File: config.mk
export PLATFORM = sky130hd
export DESIGN_NAME = sram_rw_port_ctrl_flat
export DESIGN_NICKNAME = d
export VERILOG_FILES = /design/src/rtl/sram_rw_port_ctrl_pkg.sv /design/src/rtl/sram_rw_port_ctrl_if.sv /design/src/rtl/sram_resp_fifo.sv /design/src/rtl/sram_rw_port_ctrl.sv /design/src/flat_wrapper.sv
export SDC_FILE = /design/constraint.sdc
export NUM_CORES = 1
export LEC_CHECK = 0
export ABC_CLOCK_PERIOD_IN_PS = 1750
export BUFFER_PORTS_ARGS = -buffer_cell sky130_fd_sc_hd__buf_2
export CORE_ASPECT_RATIO = 0.6
export CORE_MARGIN = 1
export CORE_UTILIZATION = 45
export DETAILED_ROUTE_END_ITERATION = 8
export GPL_TIMING_DRIVEN = 0
export PLACE_DENSITY = 0.84
export REMOVE_ABC_BUFFERS = 1
export SLEW_MARGIN = 20
export SYNTH_ARGS = -nofsm -noshare
export SYNTH_HDL_FRONTEND = slang
export SYNTH_HIERARCHICAL = 1
export SYNTH_SLANG_ARGS = --single-unit
File: constraint.sdc
create_clock -name clock -period 1.75 [get_ports clock]
set_clock_uncertainty 0.1 [all_clocks]
set_input_delay 0.35 -clock clock [delete_from_list [all_inputs] [get_ports clock]]
set_output_delay 0.35 -clock clock [all_outputs]
set_load 0.01 [all_outputs]
File: src/rtl/sram_rw_port_ctrl_pkg.sv
// Shared widths, depth and controller state encoding for the RW0 SRAM port controller.
package sram_rw_port_ctrl_pkg;

    localparam int ADDR_W_DEF = 12;
    localparam int DATA_W_DEF = 15;
    localparam int DEPTH_DEF  = 1 << ADDR_W_DEF;

    typedef enum logic [1:0] {
        ST_WAKE = 2'd0,
        ST_INIT = 2'd1,
        ST_RUN  = 2'd2
    } state_t;

endpackage

File: src/rtl/sram_rw_port_ctrl_if.sv
// Request/response valid-ready streams between a client (master) and the SRAM port controller (slave).
interface sram_rw_port_ctrl_if
    import sram_rw_port_ctrl_pkg::*;
#(
    parameter int ADDR_W = ADDR_W_DEF,
    parameter int DATA_W = DATA_W_DEF
);
    logic              req_valid;
    logic              req_ready;
    logic              req_write;
    logic [ADDR_W-1:0] req_addr;
    logic [DATA_W-1:0] req_wdata;
    logic              resp_valid;
    logic              resp_ready;
    logic [DATA_W-1:0] resp_rdata;

    modport master (
        output req_valid, req_write, req_addr, req_wdata, resp_ready,
        input  req_ready, resp_valid, resp_rdata
    );

    modport slave (
        input  req_valid, req_write, req_addr, req_wdata, resp_ready,
        output req_ready, resp_valid, resp_rdata
    );

endinterface

File: src/rtl/sram_resp_fifo.sv
// Two-entry in-order response FIFO; head entry is registered straight onto pop_dat_o.
// Push-to-valid is one cycle; the caller guarantees no push while full (credit-limited upstream).
module sram_resp_fifo #(
    parameter int DATA_W = 15
) (
    input  logic              clock,
    input  logic              reset_n,
    input  logic              push_i,
    input  logic [DATA_W-1:0] push_dat_i,
    output logic              pop_vld_o,
    input  logic              pop_rdy_i,
    output logic [DATA_W-1:0] pop_dat_o,
    output logic [1:0]        count_o
);

    logic [1:0]        cnt_q;
    logic [DATA_W-1:0] head_q;
    logic [DATA_W-1:0] tail_q;
    logic              pop;

    assign pop       = pop_rdy_i && (cnt_q != 2'd0);
    assign pop_vld_o = (cnt_q != 2'd0);
    assign pop_dat_o = head_q;
    assign count_o   = cnt_q;

    always_ff @(posedge clock or negedge reset_n) begin
        if (!reset_n) begin
            cnt_q  <= 2'd0;
            head_q <= '0;
            tail_q <= '0;
        end else begin
            case ({push_i, pop})
                2'b10: begin
                    if (cnt_q == 2'd0) begin
                        head_q <= push_dat_i;
                        cnt_q  <= 2'd1;
                    end else if (cnt_q == 2'd1) begin
                        tail_q <= push_dat_i;
                        cnt_q  <= 2'd2;
                    end
                end
                2'b01: begin
                    head_q <= tail_q;
                    cnt_q  <= cnt_q - 2'd1;
                end
                2'b11: begin
                    // Occupancy is unchanged; with one entry the new word becomes the head.
                    if (cnt_q == 2'd1) begin
                        head_q <= push_dat_i;
                    end else begin
                        head_q <= tail_q;
                        tail_q <= push_dat_i;
                    end
                end
                default: begin
                end
            endcase
        end
    end

endmodule

File: src/rtl/sram_rw_port_ctrl.sv
// Drives a single-port RW0 SRAM from a read/write request stream and returns read data in order.
// Read accept to resp_valid is two cycles; reads are credit-limited to two outstanding, writes never stall in RUN.
module sram_rw_port_ctrl
    import sram_rw_port_ctrl_pkg::*;
#(
    parameter int ADDR_W    = ADDR_W_DEF,
    parameter int DATA_W    = DATA_W_DEF,
    parameter bit INIT_ZERO = 1'b1
) (
    input  logic              clock,
    input  logic              reset_n,
    sram_rw_port_ctrl_if.slave bus,
    output logic              init_done,
    output logic              RW0_en,
    output logic              RW0_wmode,
    output logic [ADDR_W-1:0] RW0_addr,
    output logic [DATA_W-1:0] RW0_wdata,
    input  logic [DATA_W-1:0] RW0_rdata
);

    localparam logic [ADDR_W-1:0] CNT_LAST = {ADDR_W{1'b1}};
    localparam logic [ADDR_W-1:0] CNT_ONE  = {{(ADDR_W-1){1'b0}}, 1'b1};

    state_t            state_q;
    logic [ADDR_W-1:0] cnt_q;
    logic              init_done_q;
    logic              inflight_q;
    logic              inflight_d;

    logic [1:0]        fifo_cnt;
    logic              pop;
    logic [2:0]        outstanding;
    logic [2:0]        limit;
    logic              rd_credit;
    logic              req_ready_w;

    // A read may issue only if it will still have a FIFO slot when its data lands.
    assign pop         = bus.resp_valid && bus.resp_ready;
    assign outstanding = {1'b0, fifo_cnt} + {2'b00, inflight_q};
    assign limit       = 3'd2 + {2'b00, pop};
    assign rd_credit   = outstanding < limit;
    assign req_ready_w = (state_q == ST_RUN) && (bus.req_write || rd_credit);

    assign bus.req_ready = req_ready_w;
    assign init_done     = init_done_q;
    assign inflight_d    = (state_q == ST_RUN) && RW0_en && !RW0_wmode;

    always_comb begin
        RW0_en    = 1'b0;
        RW0_wmode = bus.req_write;
        RW0_addr  = bus.req_addr;
        RW0_wdata = bus.req_wdata;
        case (state_q)
            ST_INIT: begin
                RW0_en    = 1'b1;
                RW0_wmode = 1'b1;
                RW0_addr  = cnt_q;
                RW0_wdata = '0;
            end
            ST_RUN: begin
                RW0_en = bus.req_valid && req_ready_w;
            end
            default: begin
            end
        endcase
    end

    always_ff @(posedge clock or negedge reset_n) begin
        if (!reset_n) begin
            state_q     <= ST_WAKE;
            cnt_q       <= '0;
            init_done_q <= 1'b0;
            inflight_q  <= 1'b0;
        end else begin
            inflight_q <= inflight_d;
            case (state_q)
                ST_WAKE: begin
                    if (INIT_ZERO) begin
                        state_q <= ST_INIT;
                    end else begin
                        state_q     <= ST_RUN;
                        init_done_q <= 1'b1;
                    end
                end
                ST_INIT: begin
                    cnt_q <= cnt_q + CNT_ONE;
                    if (cnt_q == CNT_LAST) begin
                        state_q     <= ST_RUN;
                        init_done_q <= 1'b1;
                    end
                end
                ST_RUN: begin
                    init_done_q <= 1'b1;
                end
                default: begin
                    state_q <= ST_WAKE;
                end
            endcase
        end
    end

    // Read data is only valid the cycle after issue, so the in-flight flag is the push strobe.
    sram_resp_fifo #(
        .DATA_W (DATA_W)
    ) u_resp_fifo (
        .clock      (clock),
        .reset_n    (reset_n),
        .push_i     (inflight_q),
        .push_dat_i (RW0_rdata),
        .pop_vld_o  (bus.resp_valid),
        .pop_rdy_i  (bus.resp_ready),
        .pop_dat_o  (bus.resp_rdata),
        .count_o    (fifo_cnt)
    );

endmodule

File: src/flat_wrapper.sv
// flat-port wrapper written by rule: the top's interface ports become plain ports
module sram_rw_port_ctrl_flat import sram_rw_port_ctrl_pkg::*;
#(
    parameter int ADDR_W    = ADDR_W_DEF,
    parameter int DATA_W    = DATA_W_DEF,
    parameter bit INIT_ZERO = 1'b1
)
  (clock, reset_n, init_done, RW0_en, RW0_wmode, RW0_addr, RW0_wdata, RW0_rdata, bus_req_valid, bus_req_write, bus_req_addr, bus_req_wdata, bus_resp_ready, bus_req_ready, bus_resp_valid, bus_resp_rdata);
  sram_rw_port_ctrl_if #(.ADDR_W(ADDR_W), .DATA_W(DATA_W)) bus_i ();
  input  logic clock;
  input  logic reset_n;
  output logic init_done;
  output logic RW0_en;
  output logic RW0_wmode;
  output logic [ADDR_W-1:0] RW0_addr;
  output logic [DATA_W-1:0] RW0_wdata;
  input  logic [DATA_W-1:0] RW0_rdata;
  input wire logic [$bits(bus_i.req_valid)-1:0] bus_req_valid;
  input wire logic [$bits(bus_i.req_write)-1:0] bus_req_write;
  input wire logic [$bits(bus_i.req_addr)-1:0] bus_req_addr;
  input wire logic [$bits(bus_i.req_wdata)-1:0] bus_req_wdata;
  input wire logic [$bits(bus_i.resp_ready)-1:0] bus_resp_ready;
  output wire logic [$bits(bus_i.req_ready)-1:0] bus_req_ready;
  output wire logic [$bits(bus_i.resp_valid)-1:0] bus_resp_valid;
  output wire logic [$bits(bus_i.resp_rdata)-1:0] bus_resp_rdata;
  assign bus_i.req_valid = bus_req_valid;
  assign bus_i.req_write = bus_req_write;
  assign bus_i.req_addr = bus_req_addr;
  assign bus_i.req_wdata = bus_req_wdata;
  assign bus_i.resp_ready = bus_resp_ready;
  assign bus_req_ready = bus_i.req_ready;
  assign bus_resp_valid = bus_i.resp_valid;
  assign bus_resp_rdata = bus_i.resp_rdata;
  sram_rw_port_ctrl #(.ADDR_W(ADDR_W), .DATA_W(DATA_W), .INIT_ZERO(INIT_ZERO)) u_core (.clock(clock), .reset_n(reset_n), .bus(bus_i), .init_done(init_done), .RW0_en(RW0_en), .RW0_wmode(RW0_wmode), .RW0_addr(RW0_addr), .RW0_wdata(RW0_wdata), .RW0_rdata(RW0_rdata));
endmodule
Yosys cells after proc, flatten, opt, wreduce, memory -nomap -nowiden. Cells that the tools add are included.

Eq/ne operators: 12. Multiplexer cells: 17. Bitwise logic cells: 1. Order comparisons: 1. Add/sub/neg operators: 4. Reductions and logical operators: 19.

Operators by type and width (number): two-way mux 15 bit (5); one-hot mux 15 bit (3 select lines) (1); one-hot mux 15 bit (2 select lines) (1); adder 12 x 1 -> 12 bit (second input constant) (1); equality test 12 bit (second input constant) (1); two-way mux 12 bit (1); AND reduction 2 bit (4); nonzero test 2 bit (4); equality test 2 x 1 -> 1 bit (second input constant) (3); equality test 2 bit (second input constant) (3); two-way mux 2 bit (3); != test 2 bit (second input constant) (3); one-hot mux 2 bit (3 select lines) (1); logical AND 1 bit (5); logical NOT 2 bit (2); one-hot mux 1 bit (2 select lines) (2); one-hot mux 2 bit (2 select lines) (1); adder 2 x 1 -> 3 bit (1); adder 2 x 1 -> 3 bit (first input constant) (1); less-than comparator 3 bit (1); != test 3 bit (second input constant) (1); AND reduction 3 bit (1); nonzero test 3 bit (1); two-way mux 1 bit (2); 5 further kinds (5).

Flip-flop bits (word level): 48. Input port bits: 47.

Depth between registers and ports, before layout. Gate-level depths: netlist (run 1).

Depth in word-level cells: 10. Mapped depth: 7.

By module. Netlist (run 1), hierarchy kept.

Modules (own cells, without submodules): sram_resp_fifo (instances 1, sequential area each 800.8 sq um, area an instance 1495.2 sq um, cells each 114); sram_rw_port_ctrl (instances 1, sequential area each 400.4 sq um, area an instance 1067.3 sq um, cells each 106).

Least setup slack after synthesis (run 1). Ideal clock, no wire load.

Path type: register -> output. Start: register u_core.u_resp_fifo.cnt_q[0] (netlist: u_core/u_resp_fifo/count_o[0]). End: output port RW0_en. Cell stages (with the launch flop): 8. Arrival: 1590 ps. Path buffers: 1. Path slack: -290 ps. Cell sequence: dfrtp_1 > inv_1 > ha_1 > buf_6 > inv_1 > nor4bb_1 > o31ai_1 > o21ai_0.

Longest elaborated chain between the ends: 8. Elaborated cells between the ends (all ways): 9. Those cells by class: add/sub: 2; order compare: 1; mux: 1; reduce/logical: 5.

Ends and longest elaborated chain: start, declared (line sram_resp_fifo.sv:16) `logic [1:0] cnt_q;`; start signal, assigned (line sram_resp_fifo.sv:44) `cnt_q <= cnt_q - 2'd1;`; nonzero test 2 bit (line sram_resp_fifo.sv:22) `assign pop_vld_o = (cnt_q != 2'd0);`; via bus_resp_valid (line flat_wrapper.sv:24) `output wire logic [$bits(bus_i.resp_valid)-1:0] bus_resp_valid;`; logical AND 1 bit (line sram_rw_port_ctrl.sv:38) `assign pop = bus.resp_valid && bus.resp_ready;`; adder 2 x 1 -> 3 bit (line sram_rw_port_ctrl.sv:40) `assign limit = 3'd2 + {2'b00, pop};`; less-than comparator 3 bit (line sram_rw_port_ctrl.sv:41) `assign rd_credit = outstanding < limit;`; logical OR 1 bit (line sram_rw_port_ctrl.sv:42) `assign req_ready_w = (state_q == ST_RUN) && (bus.req_write || rd_credit);`; logical AND 1 bit (line sram_rw_port_ctrl.sv:42); logical AND 1 bit (line sram_rw_port_ctrl.sv:61) `RW0_en = bus.req_valid && req_ready_w;`; one-hot mux 1 bit (2 select lines) (line sram_rw_port_ctrl.sv:53) `case (state_q)`; end, declared (line flat_wrapper.sv:13) `output logic RW0_en;`.

The timed path passes the listed nets, and every way through them passes these cells.

Final worst setup path (run 1).
Start: register u_core.u_resp_fifo.cnt_q[0] (netlist: u_core/u_resp_fifo/count_o[0]). End: output port RW0_en.

Longest elaborated chain between the ends: 8. Elaborated cells between the ends (all ways): 9. Those cells by class: add/sub: 2; order compare: 1; mux: 1; reduce/logical: 5.

Ends and longest elaborated chain (line): nonzero test 2 bit (sram_resp_fifo.sv:22); logical AND 1 bit (sram_rw_port_ctrl.sv:38); adder 2 x 1 -> 3 bit (sram_rw_port_ctrl.sv:40); less-than comparator 3 bit * (sram_rw_port_ctrl.sv:41); logical OR 1 bit * (sram_rw_port_ctrl.sv:42); logical AND 1 bit * (sram_rw_port_ctrl.sv:42); logical AND 1 bit * (sram_rw_port_ctrl.sv:61); one-hot mux 1 bit (2 select lines) * (sram_rw_port_ctrl.sv:53).

Every way passes the cells marked *; elsewhere a longest branch is shown, timed or not.

==> results of run 1 <==
==> critical path, stage by stage, from the launching register on <==
cell and delay, ns:
dfrtp_1 0.44, ha_2 0.21, ha_4 0.17, nor4bb_4 0.27
o31ai_2 0.12, o21ai_1 0.14, buf_2 0.14
==> kinds of logic (layout without fill, tap and decap cells) <==
family	count (synthesis)	after routing
buffers and inverters	24	148
XOR/XNOR	12	12
adder cells (fa/ha/maj)	9	9
multiplexers	29	29
AO/OA/AOI/OAI	30	30
AND/OR/NAND/NOR	68	68
flip-flops	48	48
==> layout make-up <==
type	count	area (um2)	area share, %
Multi-Input combinational cell	148	1550	39.1
Sequential cell	48	1200	30.3
Timing Repair Buffer	128	995	25.0
Clock buffer	6	82.6	2.08
Tap cell	66	82.6	2.08
Inverter	12	45.0	1.13
Clock inverter	2	15.0	0.377
==> state kept, by name, indices dropped and copies added (netlist names) <==
signal,flops
u_core/state_q,2
u_core/u_resp_fifo/count_o,2
u_core/u_resp_fifo/pop_dat_o,15
u_core/inflight_q,1
u_core/u_resp_fifo/tail_q,15
u_core/cnt_q,12
u_core/init_done,1
==> metrics by stage <==
stage / hold WS, ns / util, % / setup TNS (ns)
3_3_place_gp: 0.371 / 57.5 / -37.86
4_1_cts: 0.178 / 68.8 / -8.91
5_1_grt: 0.178 / 75.7 / -15.14
3_5_place_dp: 0.367 / 57.6 / -22.70
6_report: 0.180 / 75.7 / -12.11
2_1_floorplan: -0.0456 / - / -13.94
==> per-layer routing <==
metal | part of all wire (%) | routed length, um
met1 | 46 | 3590
met2 | 46 | 3590
met3 | 5.7 | 446
met4 | 2.2 | 175
met5 | 0 | 0
==> repair_timing <==
item	in CTS	in global routing
cloned	3	1
setup buffers	19	13
hold endpoints to repair	0	5
hold buffers	0	1
endpoints found under the setup margin	74	72
pin swaps	15	12
gates resized for setup	62	57
==> cells in the final DEF (no fill, tap or decap), drive strengths merged <==
cell,Yosys,routed
o21ai,5,5
nor4bb,1,1
nor3,8,8
ha,9,9
a32oi,2,2
nor4b,1,1
a21oi,1,1
nand3b,1,1
nand2,8,8
clkbuf,3,7
dfrtp,48,48
xor2,6,6
and2,14,14
a221o,13,13
dlygate4sd3,0,1
mux2,28,28
o22a,1,1
nand4,4,4
nor2,5,5
mux2i,1,1
nor2b,19,19
nand2b,2,2
a21boi,1,1
buf,9,126
o32ai,2,2
xnor2,6,6
inv,12,12
o22ai,1,1
nand3,2,2
clkinvlp,0,2
o21ba,1,1
o41a,1,1
o31ai,1,1
o21bai,1,1
or2,1,1
nor4,2,2
==> power by group through the flow <==
stage               sequential [mW]  combinational (mW)  clock [mW]
floorplan                      1.41               0.459           0
finish                         1.35                1.27       0.730
global placement               1.36               0.785           0
CTS                            1.35               0.912       0.716
global route                   1.37                1.37       0.782
detailed placement             1.37               0.807           0
==> path summary, 6_finish.rpt <==
| path | from | end | slack [ns] |
|---|---|---|---|
| min | RW0_rdata[5] | u_core/u_resp_fifo/pop_dat_o[5]$_DFFE_PN0P_ | 0.18 |
| max reg2reg | u_core/u_resp_fifo/count_o[0]$_DFFE_PN0P_ | u_core/u_resp_fifo/tail_q[4]$_DFFE_PN0P_ | -0.26 |
| min in group asynchronous | reset_n | u_core/u_resp_fifo/pop_dat_o[2]$_DFFE_PN0P_ | 0.49 |
| max | u_core/u_resp_fifo/count_o[0]$_DFFE_PN0P_ | RW0_en | -0.49 |
| max in group asynchronous | reset_n | u_core/inflight_q$_DFF_PN0_ | 0.62 |
| min reg2reg | u_core/init_done$_DFFE_PN0P_ | u_core/init_done$_DFFE_PN0P_ | 0.39 |
==> metrics, run 1 <==
routed wire length=7800 um; max_cap viols=0; first-pass GRT wire length=10400 um; initial antenna violation count=0; sequential share of the synthesized area=46.9%; clock root buffer=clkbuf_8; Site Rows=20; startpoint types=flip-flop; Final min period=2.24 ns; Via density=5.45; XOR/XNOR Fraction of Synth Area=4.10%; P_int=2.24 mW; Sw Pwr=1.12 mW; Design Power=3.35 mW; synthesized cell area=between 2000 and 3000 um2; Post-Synth Simple-Gate Area=16.6%; reg2reg path depth=7; Die Area=about 6000 um2; core area=between 5000 and 6000 um2; violated checks=setup timing; Slew Viols, Final=0; synth top area cells=dfrtp_1, mux2_2, a221o_1; Place WS=-0.537 ns; Initial Utilization=48.8%; Seq pwr share=40.3%; Pwr Density=843 nW/um2; clk slew on worst S/H paths=0.10 ns; synthesis-stage register bit count=48; Residual DRC=0; DRT iter0 DRCs=134; Max-slew headroom=between 60 and 70%; top-count cell post-synth=dfrtp_1; GR Util All Layers=between 20% and 30%; RSZ-0062 raised after global routing=true; placed cell areas=3030 um2; HP Class=input pin to flip-flop; Syn Area/Cell=roughly 12 um2; cells after synthesis=220; mux contribution to synthesized area=around 13%; clock share of power=21.8%; slew at the pin closest to its max-slew limit=between 0.5 and 0.6 ns; Pleak=around 2.0 nW; share of layout cells above drive strength 1=58.7%; via count=2235; Most Crowded Layer GR=met2; drt pass-1 iters=4; Final nets=399; highest clock rate=0.446 GHz; hpwl dp=3770 um; Synthesis Warnings=6; Tcrit/Tclk final=128%; PnR worst setup slack=-0.491 ns; post-synthesis adder-cell area fraction=about 4.4%; asr flop ratio synth=between 90% and 100%; Num CTS Buffers=5; Fin. Hold Viols=0; endpoint class of the critical path=output port; Yosys top cell area share=a little under half; vias in the first global route=between 2k and 2.5k; met3 Use GR=approximately 5.3%; CTS H-Tree Depth=2; switching fraction of total power=around a third; insertion delay to the later sink of the worst-skew pair=slightly above 0.3 ns; EDFF count, synth=0; die height=between 60 and 70 um; Gate power share=37.9%; number of diodes=0; Synth top cells by count=dfrtp_1, mux2_2, nor2b_1; Clock Sinks=48; Chip Width=roughly 99 um; CTS tree=done; Crit path required time=approximately 1.3 ns; met2 usage=between 30 and 40%; Area Overhead vs Synth=55.3%; Non-Filler Instances=approximately 400; post-route cell area=approximately 4000 um2; final setup fails=70; GRT overflow=0; gpl congestion=0.834; complex-gate fraction of the synthesized area=about a tenth; CP Class=flip-flop to output port; largest family of logic cells by synthesized area=simple AND/OR/NAND/NOR gates; area leader, netlist=dfrtp_1; largest net degree at the start of global routing=49; count of cell types in the netlist=43; FILL cells=338; Port Buf Inserts=93; status=finished with violations; # placed instances=~370; main flop type after synthesis=dfrtp_1; Antenna Nets Post-Route=0; Wirelength per Cell=19.0 um; maximum VDD drop=528 uV; worst-path fanout max=4; I/O Pins=between 90 and 100; Clock Path Buffers=2; Critical Path AT=1.79 ns; Hold Path Depth=2; met1 GRT Util=32.0%
(Power assumes the default switching activity.)
==> inputs of run 2 (changes only) <==
--- a/config.mk
+++ b/config.mk
@@ -9,7 +9,7 @@
 export BUFFER_PORTS_ARGS = -buffer_cell sky130_fd_sc_hd__buf_2
 export CORE_ASPECT_RATIO = 0.6
 export CORE_MARGIN = 1
-export CORE_UTILIZATION = 45
+export CORE_UTILIZATION = 46
 export DETAILED_ROUTE_END_ITERATION = 8
 export GPL_TIMING_DRIVEN = 0
 export PLACE_DENSITY = 0.84
@@ -17,5 +17,4 @@
 export SLEW_MARGIN = 20
 export SYNTH_ARGS = -nofsm -noshare
 export SYNTH_HDL_FRONTEND = slang
-export SYNTH_HIERARCHICAL = 1
 export SYNTH_SLANG_ARGS = --single-unit
==> run 2 against run 1 <==
Effect of this change:
- final area up 5.1%
- hold slack improved by 0.024 ns
- routed wire length is 23% higher
- synthesized cell count up 20%
- setup slack worse by 0.12 ns
- non-clock buffer count shrank 6
- the run still ends with setup timing left
- largest cell class unchanged
- utilization shrank 2.1 points
- clock power fell by 7.0%
- global-route usage increased by 2.1 points
==> metrics, run 2 <==
synth top area cells=dfrtp_1, mux2_2, mux2i_1; share of layout cells above drive strength 1=53.2%; DRT iter0 DRCs=roughly 240; # placed instances=421; clock share of power=17.6%; Seq pwr share=38.2%; HP Class=input pin to flip-flop; synthesis-stage register bit count=48; Residual DRC=0; CTS H-Tree Depth=2; Site Rows=21; vias in the first global route=~2.2k; first-pass GRT wire length=11700 um; drt pass-1 iters=5; cells after synthesis=265; Fin. Hold Viols=0; CP Class=flip-flop to output port; startpoint types=flip-flop; Max-slew headroom=57.9%; number of diodes=0; critical-path cell list=inv_1, ha_4, or3b_4, a21oi_2, o21ai_2, o21ai_1, buf_2; Sw Pwr=between 1 and 1.5 mW; asr flop ratio synth=100%; placed cell areas=3230 um2; Synthesis Warnings=0; gpl congestion=~0.76; max_cap viols=0; top-count cell post-synth=dfrtp_1; Yosys top cell area share=between 40 and 50%; commonest non-fill, non-tap cells in the layout=buf_2, dfrtp_1, buf_6, mux2_4, nand2_1; GR Util All Layers=25.1%; hpwl dp=4370 um; highest clock rate=0.423 GHz; synthesized cell area=2760 um2; slew at the pin closest to its max-slew limit=between 0.6 and 0.7 ns; Tcrit/Tclk final=135%; max incr delay on CP=0.43 ns; Final min period=2.36 ns; Crit path required time=1.30 ns; maximum VDD drop=approximately 600 uV; met2 usage=between 30% and 40%; Via density=5.97; insertion delay to the later sink of the worst-skew pair=0.31 ns; largest net degree at the start of global routing=49; Die Area=about 6300 um2; Area Overhead vs Synth=51.5%; RSZ-0062 raised after global routing=true; Final nets=434; Synth top cells by count=dfrtp_1, mux2_2, nand2_1; P_int=2.36 mW; GRT overflow=0; area leader, netlist=dfrtp_1; Port Buf Inserts=93; I/O Pins=94; violated checks=setup timing; met3 Use GR=4.14%; main flop type after synthesis=dfrtp_1; Place WS=-1.03 ns; PnR worst setup slack=-0.612 ns; EDFF count, synth=0; sequential share of the synthesized area=43.5%; final setup fails=68; Clock Path Buffers=2; Antenna Nets Post-Route=0; clk slew on worst S/H paths=0.10 ns; met1 GRT Util=37.1%; post-route cell area=roughly 4200 um2; count of cell types in the netlist=36; die height=62 um; routed wire length=9620 um; Non-Filler Instances=460; Pwr Density=922 nW/um2; endpoint class of the critical path=output port; worst-path fanout max=3; core area=5680 um2; Chip Width=102 um; commonest non-fill, non-tap cell in the layout=buf_2; CTS tree=done; via count=2746; Syn Area/Cell=10.4 um2; Critical Path AT=approximately 1.9 ns; status=finished with violations; Clock Sinks=48; Slew Viols, Final=0; clock root buffer=clkbuf_8; Most Crowded Layer GR=met2; Pleak=2.03 nW; Wirelength per Cell=20.9 um; initial antenna violation count=0; Initial Utilization=48.6%; switching fraction of total power=slightly below 40%; setup_tns=-16.71 ns; Gate power share=44.2%; Num CTS Buffers=5; Critical-path top delay cell=dfrtp_2; hold slack=0.205 ns
[run 2: power groups by stage]
stage / clock, mW / sequential [mW] / combinational (mW)
5_1_grt: 0.731 / 1.49 / 1.79
3_5_place_dp: 0 / 1.48 / 1.04
3_3_place_gp: 0 / 1.47 / 0.992
2_1_floorplan: 0 / 1.53 / 0.577
4_1_cts: 0.665 / 1.45 / 1.39
6_report: 0.679 / 1.47 / 1.70
[run 2: path summary, 6_finish.rpt]
kind                                                                to  slack, ns                                      start  cells past startpoint
min in group asynchronous  u_core.u_resp_fifo.pop_dat_o[4]$_DFFE_PN0P_       0.50                                    reset_n                      2
setup reg to reg              u_core.u_resp_fifo.tail_q[6]$_DFFE_PN0P_      -0.31  u_core.u_resp_fifo.count_o[0]$_DFFE_PN0P_                      7
hold reg to reg                            u_core.cnt_q[8]$_DFFE_PN0P_       0.40                u_core.cnt_q[8]$_DFFE_PN0P_                      1
setup / recovery                                                RW0_en      -0.61  u_core.u_resp_fifo.count_o[0]$_DFFE_PN0P_                      7
hold / removal                u_core.u_resp_fifo.tail_q[8]$_DFFE_PN0P_       0.20                               RW0_rdata[8]                      2
max in group asynchronous                  u_core.inflight_q$_DFF_PN0_       0.59                                    reset_n                      2
[run 2: timing repair]
| action | 4_1_cts | 5_1_grt |
|---|---|---|
| setup endpoints to repair | 77 | 64 |
| hold endpoints to repair | 0 | 15 |
| gates cloned | 3 | 4 |
| pin swaps | 6 | 4 |
| hold buffers | 0 | 1 |
| gates resized for setup | 50 | 73 |
| setup buffers | 15 | 10 |
[run 2: worst max-delay path: cells and delay by family (launching register included)]
kind                       cells  cell delay, ns
buffers and inverters          2            0.24
AOI/OAI and AO/OA              3            0.36
adders and majority gates      1            0.18
DFF                            1            0.43
and+or+nand+nor                1            0.39
[run 2: cells by family after synthesis]
| logic type | Yosys count | share of synthesized area [%] |
|---|---|---|
| xor+xnor | 12 | 4.08 |
| fa+ha+maj | 8 | 3.63 |
| buf+inv | 26 | 4.62 |
| simple gates | 82 | 16.3 |
| compound gates | 46 | 11.0 |
| mux | 43 | 16.9 |
| flops | 48 | 43.5 |
[run 2: layout make-up]
| cell class | count | area (um2) |
|---|---|---|
| Fill cell | 367 | 1500 |
| Sequential cell | 48 | 1210 |
| Multi-Input combinational cell | 192 | 1770 |
| Tap cell | 80 | 100 |
| Clock inverter | 3 | 18.8 |
| Timing Repair inverter | 1 | 7.51 |
| Timing Repair Buffer | 122 | 975 |
| Inverter | 9 | 37.5 |
| Clock buffer | 5 | 68.8 |
[run 2: metal layers]
layer  share of wire, %  routed length [um]
met5                  0                   0
met4                2.7                 260
met3                8.8                 844
met2                 47                4500
met1                 42                4020
[run 2: metrics by stage]
step / util (%) / total power, mW
2_1_floorplan: - / 2.10
3_3_place_gp: 56.9 / 2.46
3_5_place_dp: 57.0 / 2.52
4_1_cts: 65.5 / 3.50
5_1_grt: 73.7 / 4.02
6_report: 73.7 / 3.85
